## src/rtl/sram_bist_pkg.sv

```systemverilog
// Shared definitions for the SRAM BIST sequencer: state encoding, pattern
// select codes and the 8-bit Fibonacci LFSR (x^8+x^6+x^5+x^4+1) helpers.
package sram_bist_pkg;

    localparam int unsigned LFSR_W = 8;

    typedef enum logic [1:0] {
        ST_IDLE = 2'd0,
        ST_WR   = 2'd1,
        ST_RD   = 2'd2,
        ST_DONE = 2'd3
    } state_e;

    localparam logic [1:0] PAT_ADR   = 2'd0;
    localparam logic [1:0] PAT_CHK   = 2'd1;
    localparam logic [1:0] PAT_CONST = 2'd2;
    localparam logic [1:0] PAT_LFSR  = 2'd3;

    localparam logic [LFSR_W-1:0] LFSR_TAPS     = 8'hB8;
    localparam logic [LFSR_W-1:0] LFSR_ZERO_SUB = 8'h01;

    // An all-zero LFSR would lock up, so a zero seed is replaced.
    function automatic logic [LFSR_W-1:0] lfsr_init(input logic [LFSR_W-1:0] s);
        return (s == '0) ? LFSR_ZERO_SUB : s;
    endfunction

    // Shift left, feedback is the parity of the tapped bits.
    function automatic logic [LFSR_W-1:0] lfsr_next(input logic [LFSR_W-1:0] l);
        return {l[LFSR_W-2:0], ^(l & LFSR_TAPS)};
    endfunction

endpackage

```

## src/rtl/sram_bist_patgen.sv

```systemverilog
// Pattern generator: combinational pattern mux plus the LFSR register.
// Load has priority over advance so one strobe pair can rewind the sequence.
module sram_bist_patgen
    import sram_bist_pkg::*;
#(
    parameter int unsigned DAT_W = 8
) (
    input  logic              clk,
    input  logic              reset,
    input  logic [1:0]        pat_sel,
    input  logic [DAT_W-1:0]  seed,
    input  logic [DAT_W-1:0]  load_seed,
    input  logic [7:0]        adr_lo,
    input  logic              load,
    input  logic              advance,
    input  logic              invert,
    output logic [DAT_W-1:0]  pattern_c
);

    logic [LFSR_W-1:0] lfsr_q;
    logic [LFSR_W-1:0] lfsr_d;
    logic [LFSR_W-1:0] raw_c;

    // LFSR next value: reload from seed or step.
    always_comb begin
        lfsr_d = lfsr_q;
        if (load) begin
            lfsr_d = lfsr_init(LFSR_W'(load_seed));
        end else if (advance) begin
            lfsr_d = lfsr_next(lfsr_q);
        end
    end

    // LFSR register; reset loads the seed so it is never zero.
    always_ff @(posedge clk) begin
        if (!reset) begin
            lfsr_q <= lfsr_init(LFSR_W'(load_seed));
        end else begin
            lfsr_q <= lfsr_d;
        end
    end

    // Pattern select with optional complement.
    always_comb begin
        raw_c = '0;
        case (pat_sel)
            PAT_ADR:   raw_c = adr_lo;
            PAT_CHK:   raw_c = adr_lo[0] ? 8'hAA : 8'h55;
            PAT_CONST: raw_c = LFSR_W'(seed);
            PAT_LFSR:  raw_c = lfsr_q;
            default:   raw_c = '0;
        endcase
        pattern_c = DAT_W'(invert ? ~raw_c : raw_c);
    end

endmodule

```

## src/rtl/sram_bist_seq.sv

```systemverilog
// SRAM BIST sequencer: writes a pattern over 0..ADR_LAST, reads it back and
// compares, reporting pass/fail, a saturating error count and first bad address.
// Optional feature macro SRAM_BIST_INV_PASS_EN adds a second complemented pass.
module sram_bist_seq
    import sram_bist_pkg::*;
#(
    parameter int unsigned ADR_W    = 19,
    parameter int unsigned DAT_W    = 8,
    parameter int unsigned ADR_LAST = 32'h7FFFF,
    parameter int unsigned ERR_W    = 16
) (
    input  logic              clk,
    input  logic              reset,
    input  logic              start,
    input  logic [1:0]        pat_sel,
    input  logic [DAT_W-1:0]  seed,
    output logic              mem_req,
    output logic              mem_we,
    output logic [ADR_W-1:0]  mem_adr,
    output logic [DAT_W-1:0]  mem_wdat,
    input  logic [DAT_W-1:0]  mem_rdat,
    input  logic              mem_ack,
    output logic              busy,
    output logic              done,
    output logic              pass,
    output logic [ERR_W-1:0]  err_cnt,
    output logic [ADR_W-1:0]  first_err_adr
);

    state_e             state_q, state_d;
    logic [ADR_W-1:0]   adr_q, adr_d;
    logic [1:0]         pat_q, pat_d;
    logic [DAT_W-1:0]   seed_q, seed_d;
    logic               req_q, req_d;
    logic               we_q, we_d;
    logic [DAT_W-1:0]   wdat_q, wdat_d;
    logic               busy_q, busy_d;
    logic               done_q, done_d;
    logic               pass_q, pass_d;
    logic [ERR_W-1:0]   err_q, err_d;
    logic [ADR_W-1:0]   first_q, first_d;
    logic               lfsr_load_c, lfsr_adv_c, invert_c, last_c;
    logic [DAT_W-1:0]   load_seed_c, pattern_c;
`ifdef SRAM_BIST_INV_PASS_EN
    logic               phase_q, phase_d;
    assign invert_c = phase_q;
`else
    assign invert_c = 1'b0;
`endif

    // Live switch seed is used when idle or in reset; the latched one mid-run.
    assign load_seed_c = (!reset || state_q == ST_IDLE) ? seed : seed_q;
    assign last_c      = (adr_q == ADR_W'(ADR_LAST));

    sram_bist_patgen #(.DAT_W(DAT_W)) u_patgen (
        .clk       (clk),
        .reset     (reset),
        .pat_sel   (pat_q),
        .seed      (seed_q),
        .load_seed (load_seed_c),
        .adr_lo    (adr_q[7:0]),
        .load      (lfsr_load_c),
        .advance   (lfsr_adv_c),
        .invert    (invert_c),
        .pattern_c (pattern_c)
    );

    // Next-state, handshake and result bookkeeping.
    always_comb begin
        state_d     = state_q;
        adr_d       = adr_q;
        pat_d       = pat_q;
        seed_d      = seed_q;
        req_d       = req_q;
        we_d        = we_q;
        wdat_d      = wdat_q;
        busy_d      = busy_q;
        done_d      = done_q;
        pass_d      = pass_q;
        err_d       = err_q;
        first_d     = first_q;
        lfsr_load_c = 1'b0;
        lfsr_adv_c  = 1'b0;
`ifdef SRAM_BIST_INV_PASS_EN
        phase_d     = phase_q;
`endif
        case (state_q)
            ST_IDLE: begin
                if (start) begin
                    pat_d       = pat_sel;
                    seed_d      = seed;
                    done_d      = 1'b0;
                    pass_d      = 1'b0;
                    err_d       = '0;
                    first_d     = '0;
                    adr_d       = '0;
                    busy_d      = 1'b1;
                    lfsr_load_c = 1'b1;
                    state_d     = ST_WR;
`ifdef SRAM_BIST_INV_PASS_EN
                    phase_d     = 1'b0;
`endif
                end
            end
            ST_WR: begin
                if (!req_q) begin
                    req_d  = 1'b1;
                    we_d   = 1'b1;
                    wdat_d = pattern_c;
                end else if (mem_ack) begin
                    req_d      = 1'b0;
                    we_d       = 1'b0;
                    lfsr_adv_c = 1'b1;
                    if (last_c) begin
                        adr_d       = '0;
                        lfsr_load_c = 1'b1;
                        state_d     = ST_RD;
                    end else begin
                        adr_d = adr_q + ADR_W'(1);
                    end
                end
            end
            ST_RD: begin
                if (!req_q) begin
                    req_d = 1'b1;
                    we_d  = 1'b0;
                end else if (mem_ack) begin
                    req_d      = 1'b0;
                    lfsr_adv_c = 1'b1;
                    if (mem_rdat != pattern_c) begin
                        if (err_q != {ERR_W{1'b1}}) begin
                            err_d = err_q + ERR_W'(1);
                        end
                        if (err_q == '0) begin
                            first_d = adr_q;
                        end
                    end
                    if (last_c) begin
`ifdef SRAM_BIST_INV_PASS_EN
                        if (!phase_q) begin
                            phase_d     = 1'b1;
                            adr_d       = '0;
                            lfsr_load_c = 1'b1;
                            state_d     = ST_WR;
                        end else begin
                            state_d = ST_DONE;
                        end
`else
                        state_d = ST_DONE;
`endif
                    end else begin
                        adr_d = adr_q + ADR_W'(1);
                    end
                end
            end
            ST_DONE: begin
                busy_d  = 1'b0;
                done_d  = 1'b1;
                pass_d  = (err_q == '0);
                state_d = ST_IDLE;
            end
            default: state_d = ST_IDLE;
        endcase
    end

    // State and output registers with synchronous active-low reset.
    always_ff @(posedge clk) begin
        if (!reset) begin
            state_q <= ST_IDLE;
            adr_q   <= '0;
            pat_q   <= '0;
            seed_q  <= '0;
            req_q   <= 1'b0;
            we_q    <= 1'b0;
            wdat_q  <= '0;
            busy_q  <= 1'b0;
            done_q  <= 1'b0;
            pass_q  <= 1'b0;
            err_q   <= '0;
            first_q <= '0;
`ifdef SRAM_BIST_INV_PASS_EN
            phase_q <= 1'b0;
`endif
        end else begin
            state_q <= state_d;
            adr_q   <= adr_d;
            pat_q   <= pat_d;
            seed_q  <= seed_d;
            req_q   <= req_d;
            we_q    <= we_d;
            wdat_q  <= wdat_d;
            busy_q  <= busy_d;
            done_q  <= done_d;
            pass_q  <= pass_d;
            err_q   <= err_d;
            first_q <= first_d;
`ifdef SRAM_BIST_INV_PASS_EN
            phase_q <= phase_d;
`endif
        end
    end

    assign mem_req       = req_q;
    assign mem_we        = we_q;
    assign mem_adr       = adr_q;
    assign mem_wdat      = wdat_q;
    assign busy          = busy_q;
    assign done          = done_q;
    assign pass          = pass_q;
    assign err_cnt       = err_q;
    assign first_err_adr = first_q;

endmodule

```

## config.mk

```make
export PLATFORM = sky130hd
export DESIGN_NAME = sram_bist_seq
export DESIGN_NICKNAME = d
export VERILOG_FILES = /design/src/rtl/sram_bist_pkg.sv /design/src/rtl/sram_bist_patgen.sv /design/src/rtl/sram_bist_seq.sv
export SDC_FILE = /design/constraint.sdc
export NUM_CORES = 1
export LEC_CHECK = 0
export ABC_CLOCK_PERIOD_IN_PS = 2700
export CORE_MARGIN = 1
export CORE_UTILIZATION = 47
export CTS_CLUSTER_DIAMETER = 40
export CTS_CLUSTER_SIZE = 16
export DETAILED_ROUTE_END_ITERATION = 16
export PLACE_DENSITY_LB_ADDON = 0.2
export SETUP_SLACK_MARGIN = 0.2
export SYNTH_ARGS = -nofsm -noshare
export SYNTH_HDL_FRONTEND = slang
export SYNTH_HIERARCHICAL = 1
export SYNTH_SLANG_ARGS = --single-unit
```

## constraint.sdc

```tcl
create_clock -name clk -period 2.7 [get_ports clk]
set_clock_uncertainty 0.2 [all_clocks]
set_input_delay 0.54 -clock clk [delete_from_list [all_inputs] [get_ports clk]]
set_output_delay 0.54 -clock clk [all_outputs]
set_load 0.02 [all_outputs]
```

Yosys cells after proc, flatten, opt, wreduce, memory -nomap -nowiden --
Cells that the tools add are included.
Word-level totals: bits in registers 87, input bits 22, output and inout port bits 67
Operators by class: add/subtract/negate cells 2, equal/unequal tests 23, muxes and demuxes 53, bitwise gates (word level) 1, reduce and logical (&&, ||, !) cells 20
Operators with widths (count):
- $mux W19 | 11
- $mux W16 | 5
- $pmux W19 S3 | 1
- $mux W8 | 6
- $pmux W19 S2 | 1
- $pmux W16 S2 | 1
- $pmux W8 S4 | 1
- $ne A2 B2 Y1 const B | 12
- $add A19 B1 Y19 const B | 1
- $eq A19 B19 Y1 const B | 1
- $add A16 B1 Y16 const B | 1
- $logic_not A16 Y1 | 1
- $ne A16 B16 Y1 const B | 1
- $mux W1 | 14
- $mux W2 | 7
- $reduce_and A7 Y1 | 2
- $reduce_and A6 Y1 | 2
- $pmux W1 S2 | 5
- $eq A2 B2 Y1 const B | 4
- $logic_not A8 Y1 | 1
- $ne A8 B8 Y1 | 1
- $pmux W2 S4 | 1
- $reduce_xor A8 Y1 | 1
- $reduce_and A2 Y1 | 3
- other kinds (11) | 15

Logic depth before layout (Yosys ltp) --
Gate-level depths: netlist (run 1).
depth after elaboration 7, mapped depth 12, gate-level depth less buffers 9

Cells and area by module --
The synthesis (run 1) kept the hierarchy.
By module, submodules not included:
- sram_bist_seq | instances 1, cells each 443, area an instance 3793.6 µm², seq. area each 1581.5 µm²
- sram_bist_patgen | instances 1, cells each 48, area an instance 676.9 µm², seq. area each 240.2 µm²

Worst setup path after synthesis (run 1) --
Ideal clock, no wire load.
path kind register -> register, start register adr_q[0] (netlist: mem_adr[0]), end register first_q[9] (netlist: first_err_adr[9]), arrival 2.699 ns, data required time 2.440 ns, path slack -0.259 ns, stages on the path, launching flop included 11, buffers on the path 2, cell sequence dfxtp_1 > inv_1 > mux4_2 > xor2_1 > xnor2_1 > nand3_1 > o31a_1 > buf_2 > a21oi_2 > buf_2 > a22o_1
Between the ends: longest elaborated chain between the ends 5
RTL lines:
- start, declared | line sram_bist_seq.sv:31 | logic [ADR_W-1:0] adr_q, adr_d;
- start signal, assigned | line sram_bist_seq.sv:186 | adr_q <= adr_d;
- $mux W8 | line sram_bist_patgen.sv:48 | PAT_CHK: raw_c = adr_lo[0] ? 8'hAA : 8'h55;
- $pmux W8 S4 | line sram_bist_patgen.sv:46 | case (pat_sel)
- net pattern_c[4] | line sram_bist_seq.sv:43 | logic [DAT_W-1:0] load_seed_c, pattern_c;
- $ne A8 B8 Y1 | line sram_bist_seq.sv:130 | if (mem_rdat != pattern_c) begin
- $ne A2 B2 Y1 (no source line)
- $reduce_and A6 Y1 (no source line)
- end signal, assigned | line sram_bist_seq.sv:196 | first_q <= first_d;
- end, declared | line sram_bist_seq.sv:41 | logic [ADR_W-1:0] first_q, first_d;
The timed path passes the listed nets, and every way through them passes these cells. A chain may end at the register's enable or synchronous reset.

Worst setup path after layout (run 1) --
start register adr_q[0] (netlist: mem_adr[0]), end register first_q[0] (netlist: first_err_adr[0])
The elaborated chain is that of the path after synthesis.

==> key figures, run 1 <==
Timing
  • Least-Margin Pin Slew: about 0.56 ns
  • Minimum clock period: 2.61 ns
  • Setup TNS Final: 0 ns
  • RSZ-0062 raised after global routing: yes
  • Final Max Tran Viols: 0
  • Hold Slack: 0.260 ns
  • Slew margin rel.: 0.625
  • # setup viols final: 0
  • Final Hold Viols: 0
  • Tcrit/Tclk final: 0.968
  • PnR worst setup slack: about 0.085 ns
  • F_max: 0.382 GHz

Placed design
  • DP Wirelength: 8850 um
  • Placed cells: 725
  • Port Buffers: 88
  • Gpl congestion: 0.903
  • Pre-CTS setup slack: -0.124 ns
  • Placed Area: 5760 um2

Setup path
  • Crit path cell chain: inv_1, mux4_2, xor2_1, xnor2_1, nand3_1, o31a_1, a21oi_4, buf_12, a22o_1
  • Critical Path AT: 2.72 ns
  • Worst Path Max Fanout: 19
  • Critical Path End Type: register
  • Worst EP required: 2.81 ns
  • Crit start category: register
  • Worst setup path class: reg -> reg
  • Worst path max stage delay: 0.48 ns
  • Slowest library cell on the worst path: mux4_2
  • CP delay by family, top: compound AO/OA/AOI/OAI gates
  • Buf+Inv Stages, Crit Path: 2

Pwr
  • Pwr Total: 4.76 mW
  • Maximum VDD drop: 0.000432 V
  • Lkg Pwr: between 2 and 2.5 nW
  • PwrDens: 781 nW/um2

Drt
  • Drt via density: between 5 and 6
  • Final ANT Viol Nets: 0
  • Post-Route WL: 12200 um
  • Pre-antenna DRT Iters: 5
  • Initial DRC Count: 318
  • WL/cell: between 15 and 20 um
  • Drc violations: 0
  • Vias after detailed routing: 4268

Status
  • Status: complete, no violations

Synth
  • Cells after synthesis: 491
  • Synth Cell Area: 4470 um2
  • Post-synthesis sequential area ratio: 0.408
  • Synth Register Bits: 87
  • Synth area leader: dfxtp_1
  • Top-count cell post-synth: dfxtp_1
  • EDFF count, synth: 8
  • Share of the synthesized area in the top cell type: 0.354
  • Syn avg cell area: 9.10 um2
  • Area contributors post-synth: dfxtp_1, edfxtp_1, nand2_1, a22o_1, mux4_2
  • Yosys warnings: 6
  • Netlist cell types: 58
  • Syn nets: 520
  • Post-synth ARST share: 0
  • Top cells by count, synth: dfxtp_1, nand2_1, a21oi_1, nor2_1, nand3_1
  • Top FF cell, synth: dfxtp_1

Finish
  • P&R area growth vs syn: 36.4%
  • Antenna cells: 0
  • Fin cells: between 700 and 800
  • Finished Core Util: 0.660
  • FILL cells: 786
  • Final instance area: 6100 um2
  • Share of cells above drive strength 1: 0.159
  • Nets@finish: 642

CTS
  • Cts hold-fix bufs: 0
  • Clock sinks: 87
  • Clock Tree Root: clkbuf_8
  • Worst skew pair latency: 0.36 ns
  • H-tree depth: 3
  • Total CTS buffers: 9
  • Max Root-Sink Buffers: 2
  • Register clock-pin slew on the reported worst setup and hold paths: roughly 0.09 ns
  • CTS tree: built

Floorplanning
  • Initial Utilization: 0.484
  • Die Span X: around 100 um
  • IO Pins: between 80 and 90
  • Core ar.: 9240 um2
  • Die ar.: between 9000 and 10000 um2
  • DIE HEIGHT: between 90 and 100 um
  • Cell Rows: 35

Min path
  • Worst hold path type: reg -> reg

Global routing
  • First-pass GRT wire length: around 20000 um
  • Total track usage: 0.252
  • Largest net degree at the start of global routing: 20
  • Total gr overflow: 0
  • Vias in the first global route: 3965
  • Initial antenna violation count: 0

Job
  • Max Cap Viol: 0
## logic make-up after synthesis
kind of cell             synth area share
flip-flops                          0.408
XOR/XNOR                           0.0568
adder cells (fa/ha/maj)            0.0196
multiplexers                       0.0865
buffers and inverters              0.0442
AND/OR/NAND/NOR                     0.219
other                            0.000839
AO/OA/AOI/OAI                       0.166
## path summary, 6_finish.rpt
kind	depth (start not counted)	from	to	slack, ns
setup / recovery	9	mem_adr[0]$_SDFFE_PN0P_	first_err_adr[0]$_SDFFE_PN0P_	0.09
hold reg to reg	2	mem_wdat[7]$_SDFFE_PN0P_	mem_wdat[7]$_SDFFE_PN0P_	0.26
setup reg to reg	9	mem_adr[0]$_SDFFE_PN0P_	first_err_adr[0]$_SDFFE_PN0P_	0.09
hold / removal	2	mem_wdat[7]$_SDFFE_PN0P_	mem_wdat[7]$_SDFFE_PN0P_	0.26
## layout make-up
type,instances,area [um2],share of cell area
flip-flops and latches,87,1830,0.300
repair buffers,140,1320,0.216
multi-input cells,360,2510,0.411
inverters,15,56.3,0.00923
well taps,129,161,0.0265
clock buffers,13,160,0.0263
clock inverters,3,65.1,0.0107
## cells in the final DEF, fill, tap and decap left out, types with 3 or more instances in the layout
cell type	count
a211o_1	3
a21oi_1	31
a22o_1	19
a31oi_1	5
a41o_1	5
and3_1	10
buf_12	3
buf_4	47
clkbuf_1	3
clkbuf_8	9
clkdlybuf4s50_1	88
dfxtp_1	75
edfxtp_1	8
ha_1	5
inv_1	15
mux2_1	7
mux2_2	8
mux2i_1	6
mux4_2	7
nand2_1	58
nand2b_1	9
nand3_1	25
nand4_1	17
nor2_1	30
nor2b_1	3
nor3_1	10
nor4_1	3
o211ai_1	10
o21ai_0	6
o21ai_1	3
o31ai_1	4
or3_1	6
or4_1	6
xnor2_1	12
xor2_1	16
## metal layers
layer | vias to the layer above | GRT usage | routed length, um
met4 | 0 | 0.0860 | 270
met3 | 22 | 0.0457 | 833
met5 | - | 0 | 0
met2 | 174 | 0.418 | 5760
met1 | 2034 | 0.332 | 5310
li1 | 2038 | - | -
## sequential cells by signal, summed over array words and instances (netlist names)
signal           count
mem_req              1
done                 1
mem_adr             19
first_err_adr       19
err_cnt             16
state_q              2
u_patgen/lfsr_q      8
seed_q               8
pat_q                2
mem_we               1
mem_wdat             8
busy                 1
pass                 1
## report_power, final
part           switching (mW)  internal, mW
combinational            1.14         0.940
sequential              0.143          1.49
clock                   0.467         0.578
## worst min-delay path, stage by stage, from the launching register on
cell,delay [ns]
dfxtp_1,0.32
nand2_1,0.05
a21oi_1,0.05
## timing repair
action / in CTS / in global routing
cloned: 0 / 2
pin swaps: 3 / 2
endpoints found under the setup margin: 49 / 68
setup buffers: 3 / 1
gates resized for setup: 3 / 14
Power figures use the tool's default switching activity.
==> run 2: changes to the inputs <==
--- a/config.mk
+++ b/config.mk
@@ -8,9 +8,9 @@
 export ABC_CLOCK_PERIOD_IN_PS = 2700
 export CORE_MARGIN = 1
 export CORE_UTILIZATION = 47
-export CTS_CLUSTER_DIAMETER = 40
 export CTS_CLUSTER_SIZE = 16
 export DETAILED_ROUTE_END_ITERATION = 16
+export GPL_TIMING_DRIVEN = 0
 export PLACE_DENSITY_LB_ADDON = 0.2
 export SETUP_SLACK_MARGIN = 0.2
 export SYNTH_ARGS = -nofsm -noshare
==> run 2 against run 1 <==
Against the previous run: the flow now finishes with violations (setup timing); clock power decreased by 5%; combinational power increased by 2%; critical path type unchanged; wire length increased by 1.1%; clock-buffer cell count increased by 1; hold slack got worse by 0.0047 ns; critical endpoint is now first_err_adr[12]$_SDFFE_PN0P_; core utilization increased by 0.39 points; non-clock buffer count decreased by 1.
==> key figures, run 2 (synthesized netlist as in run 1, its figures left out) <==
Placed design
  • DP Wirelength: 8380 um (-5.3%)
  • Gpl congestion: 0.844 (-6.6%)
  • Placed cells: 708 (-2.3%)
  • Port Buffers: 88 (unchanged)

Global routing
  • First-pass GRT wire length: 19300 um (-2.0%)
  • Met3 Usage GRT: 0.0323 (-0.0134)
  • Largest net degree at the start of global routing: 15 (-25%)
  • Vias in the first global route: 3920 (-1.1%)
  • Total gr overflow: 0 (unchanged)
  • GRT met2 Usage: 0.408 (-0.00962)
  • Total track usage: 0.246 (-0.00625)
  • Gr busiest metal: met2
  • Initial antenna violation count: 0 (unchanged)
  • Met1 usage: 0.329 (-0.00280)

Setup path
  • Worst path max stage delay: 0.53 ns (+0.05 ns)
  • Critical Path AT: 2.89 ns (+0.17 ns)
  • Crit start category: register
  • Crit path top cell by count: buf_6
  • R2R cell count: 10 (+1)
  • Worst Path Max Fanout: 10 (-9)
  • Worst R2R End: first_err_adr[12]$_SDFFE_PN0P_
  • R2R Setup Slk: -0.11 ns (-0.20 ns)
  • Worst EP required: 2.78 ns (-0.03 ns)
  • Worst setup path class: reg -> reg
  • RR Startpoint: pat_q[1]$_SDFFE_PN0P_
  • Slowest library cell on the worst path: mux4_2
  • Critical Path End Type: register
  • Crit path cell chain: buf_8, mux4_2, xor2_1, xnor2_1, nand4_1, o31a_1, buf_6, a21oi_4, buf_6, a22o_1

Timing
  • Setup TNS Final: -1.65 ns (-1.65 ns)
  • Minimum clock period: 2.81 ns (+0.195 ns)
  • PnR worst setup slack: -0.110 ns (-0.195 ns)
  • RSZ-0062 raised after global routing: yes
  • Final Hold Viols: 0 (unchanged)
  • Tcrit/Tclk final: 1.04 (+0.0723)
  • Least-Margin Pin Slew: 0.647 ns (+0.0867 ns)
  • Final Max Tran Viols: 0 (unchanged)
  • F_max: 0.356 GHz (-6.9%)
  • Slew margin rel.: 0.567 (-0.0581)
  • # setup viols final: 22 (+22)

Drt
  • Drt via density: 5.72 (about the same)
  • Pre-antenna DRT Iters: 5 (unchanged)
  • Post-Route WL: 12300 um (+1.1%)
  • Vias after detailed routing: 4266 (-0.047%)
  • Drc violations: 0 (unchanged)
  • Initial DRC Count: 310 (-2.5%)
  • Final ANT Viol Nets: 0 (unchanged)
  • WL/cell: 16.5 um (+1.2%)

Job
  • Max Cap Viol: 0 (unchanged)

Finish
  • P&R area growth vs syn: 37.2%
  • Antenna cells: 0 (unchanged)
  • Share of cells above drive strength 1: 0.172 (+0.0132)
  • Nets@finish: 641 (-0.16%)
  • Fin cells: 746 (-0.13%)
  • Most frequent cells in the layout: clkdlybuf4s50_1, dfxtp_1, nand2_1
  • Leading cell type in the layout, fill and taps excluded: clkdlybuf4s50_1

Floorplanning
  • DIE HEIGHT: 99.5 um (unchanged)
  • Initial Utilization: 0.484 (unchanged)
  • IO Pins: 89 (unchanged)
  • Die ar.: 9910 um2 (unchanged)
  • Cell Rows: 35 (unchanged)
  • Die Span X: 99.5 um (unchanged)
  • Core ar.: 9240 um2 (unchanged)

Pwr
  • Lkg Pwr: 2.24 nW (-1.6%)
  • Maximum VDD drop: 0.000413 V (-4.3%)
  • PwrDens: 778 nW/um2 (-0.30%)
  • Pwr Total: 4.77 mW (+0.29%)

Min path
  • Hold EP: mem_wdat[4]$_SDFFE_PN0P_
  • Worst Hold Depth: 2 (unchanged)
  • Worst Hold Launch: mem_wdat[4]$_SDFFE_PN0P_
  • Worst hold path type: reg -> reg

CTS
  • Clock Tree Root: clkbuf_8
  • Worst skew pair latency: 0.35 ns (about the same)
  • Cts hold-fix bufs: 0 (unchanged)
  • Max Root-Sink Buffers: 2 (unchanged)
  • Total CTS buffers: 9 (unchanged)
  • Clock sinks: 87 (unchanged)
  • Register clock-pin slew on the reported worst setup and hold paths: 0.09 ns (about the same)
  • CTS tree: built
  • H-tree depth: 3 (unchanged)

Status
  • Status: complete, but fails checks
  • Failing checks: setup timing
[run 2: what timing repair did]
item	4_1_cts	5_1_grt
pin swaps	5	7
hold endpoints to repair	0	0
setup endpoints to repair	69	68
buffers inserted	7	14
cloned	0	1
resized for setup	24	31
[run 2: stage by stage]
| step | hold WS [ns] | util | setup slack [ns] | cell area [um2] |
|---|---|---|---|---|
| global placement | 0.245 | 0.600 | -0.320 | 5550 |
| finish | 0.256 | 0.664 | -0.110 | 6130 |
| floorplan | 0.242 | - | 0.117 | 4500 |
| detailed placement | 0.246 | 0.600 | -0.355 | 5550 |
| global route | 0.286 | 0.664 | -0.185 | 6130 |
| CTS | 0.257 | 0.640 | -0.0882 | 5910 |
[run 2: power breakdown]
part | internal [mW] | switching, mW | total [mW]
clock network | 0.537 | 0.463 | 1.00
registers | 1.50 | 0.149 | 1.65
logic | 0.962 | 1.17 | 2.13
[run 2: worst max-delay path: cells and delay by family (launching register included)]
| kind | cells | cell delay, ns |
|---|---|---|
| xor gates and xnor gates | 2 | 0.35 |
| AOI/OAI and AO/OA | 3 | 0.64 |
| buffers and inverters | 3 | 0.45 |
| muxes | 1 | 0.53 |
| DFF | 1 | 0.39 |
| and+or+nand+nor | 1 | 0.18 |
[run 2: layer usage]
metal	vias up	wire, um
met2	160	5940
met4	0	209
met3	15	532
met5	-	0
li1	2038	-
met1	2053	5620
[run 2: final cells by class]
cell class,instances,area [um2]
buffer,29,195
clock buffer,14,184
clock inverter,2,37.5
fill,702,3110
inverter,15,61.3
multi-input combinational,360,2570
sequential,87,1850
tap,129,161
timing repair buffer,110,1080
[run 2: worst max path at each step]
| stage | slack [ns] | from | endpoint | depth (start not counted) |
|---|---|---|---|---|
| 6_report | -0.11 | pat_q[1]$_SDFFE_PN0P_ | first_err_adr[12]$_SDFFE_PN0P_ | 10 |
| 5_1_grt | -0.18 | pat_q[1]$_SDFFE_PN0P_ | first_err_adr[12]$_SDFFE_PN0P_ | 10 |
| 4_1_cts | -0.09 | pat_q[1]$_SDFFE_PN0P_ | first_err_adr[12]$_SDFFE_PN0P_ | 10 |
| 3_5_place_dp | -0.35 | start | first_err_adr[9]$_SDFFE_PN0P_ | 6 |
| 3_3_place_gp | -0.32 | mem_ack | first_err_adr[12]$_SDFFE_PN0P_ | 6 |
| 2_1_floorplan | 0.12 | pat_q[1]$_SDFFE_PN0P_ | first_err_adr[9]$_SDFFE_PN0P_ | 10 |
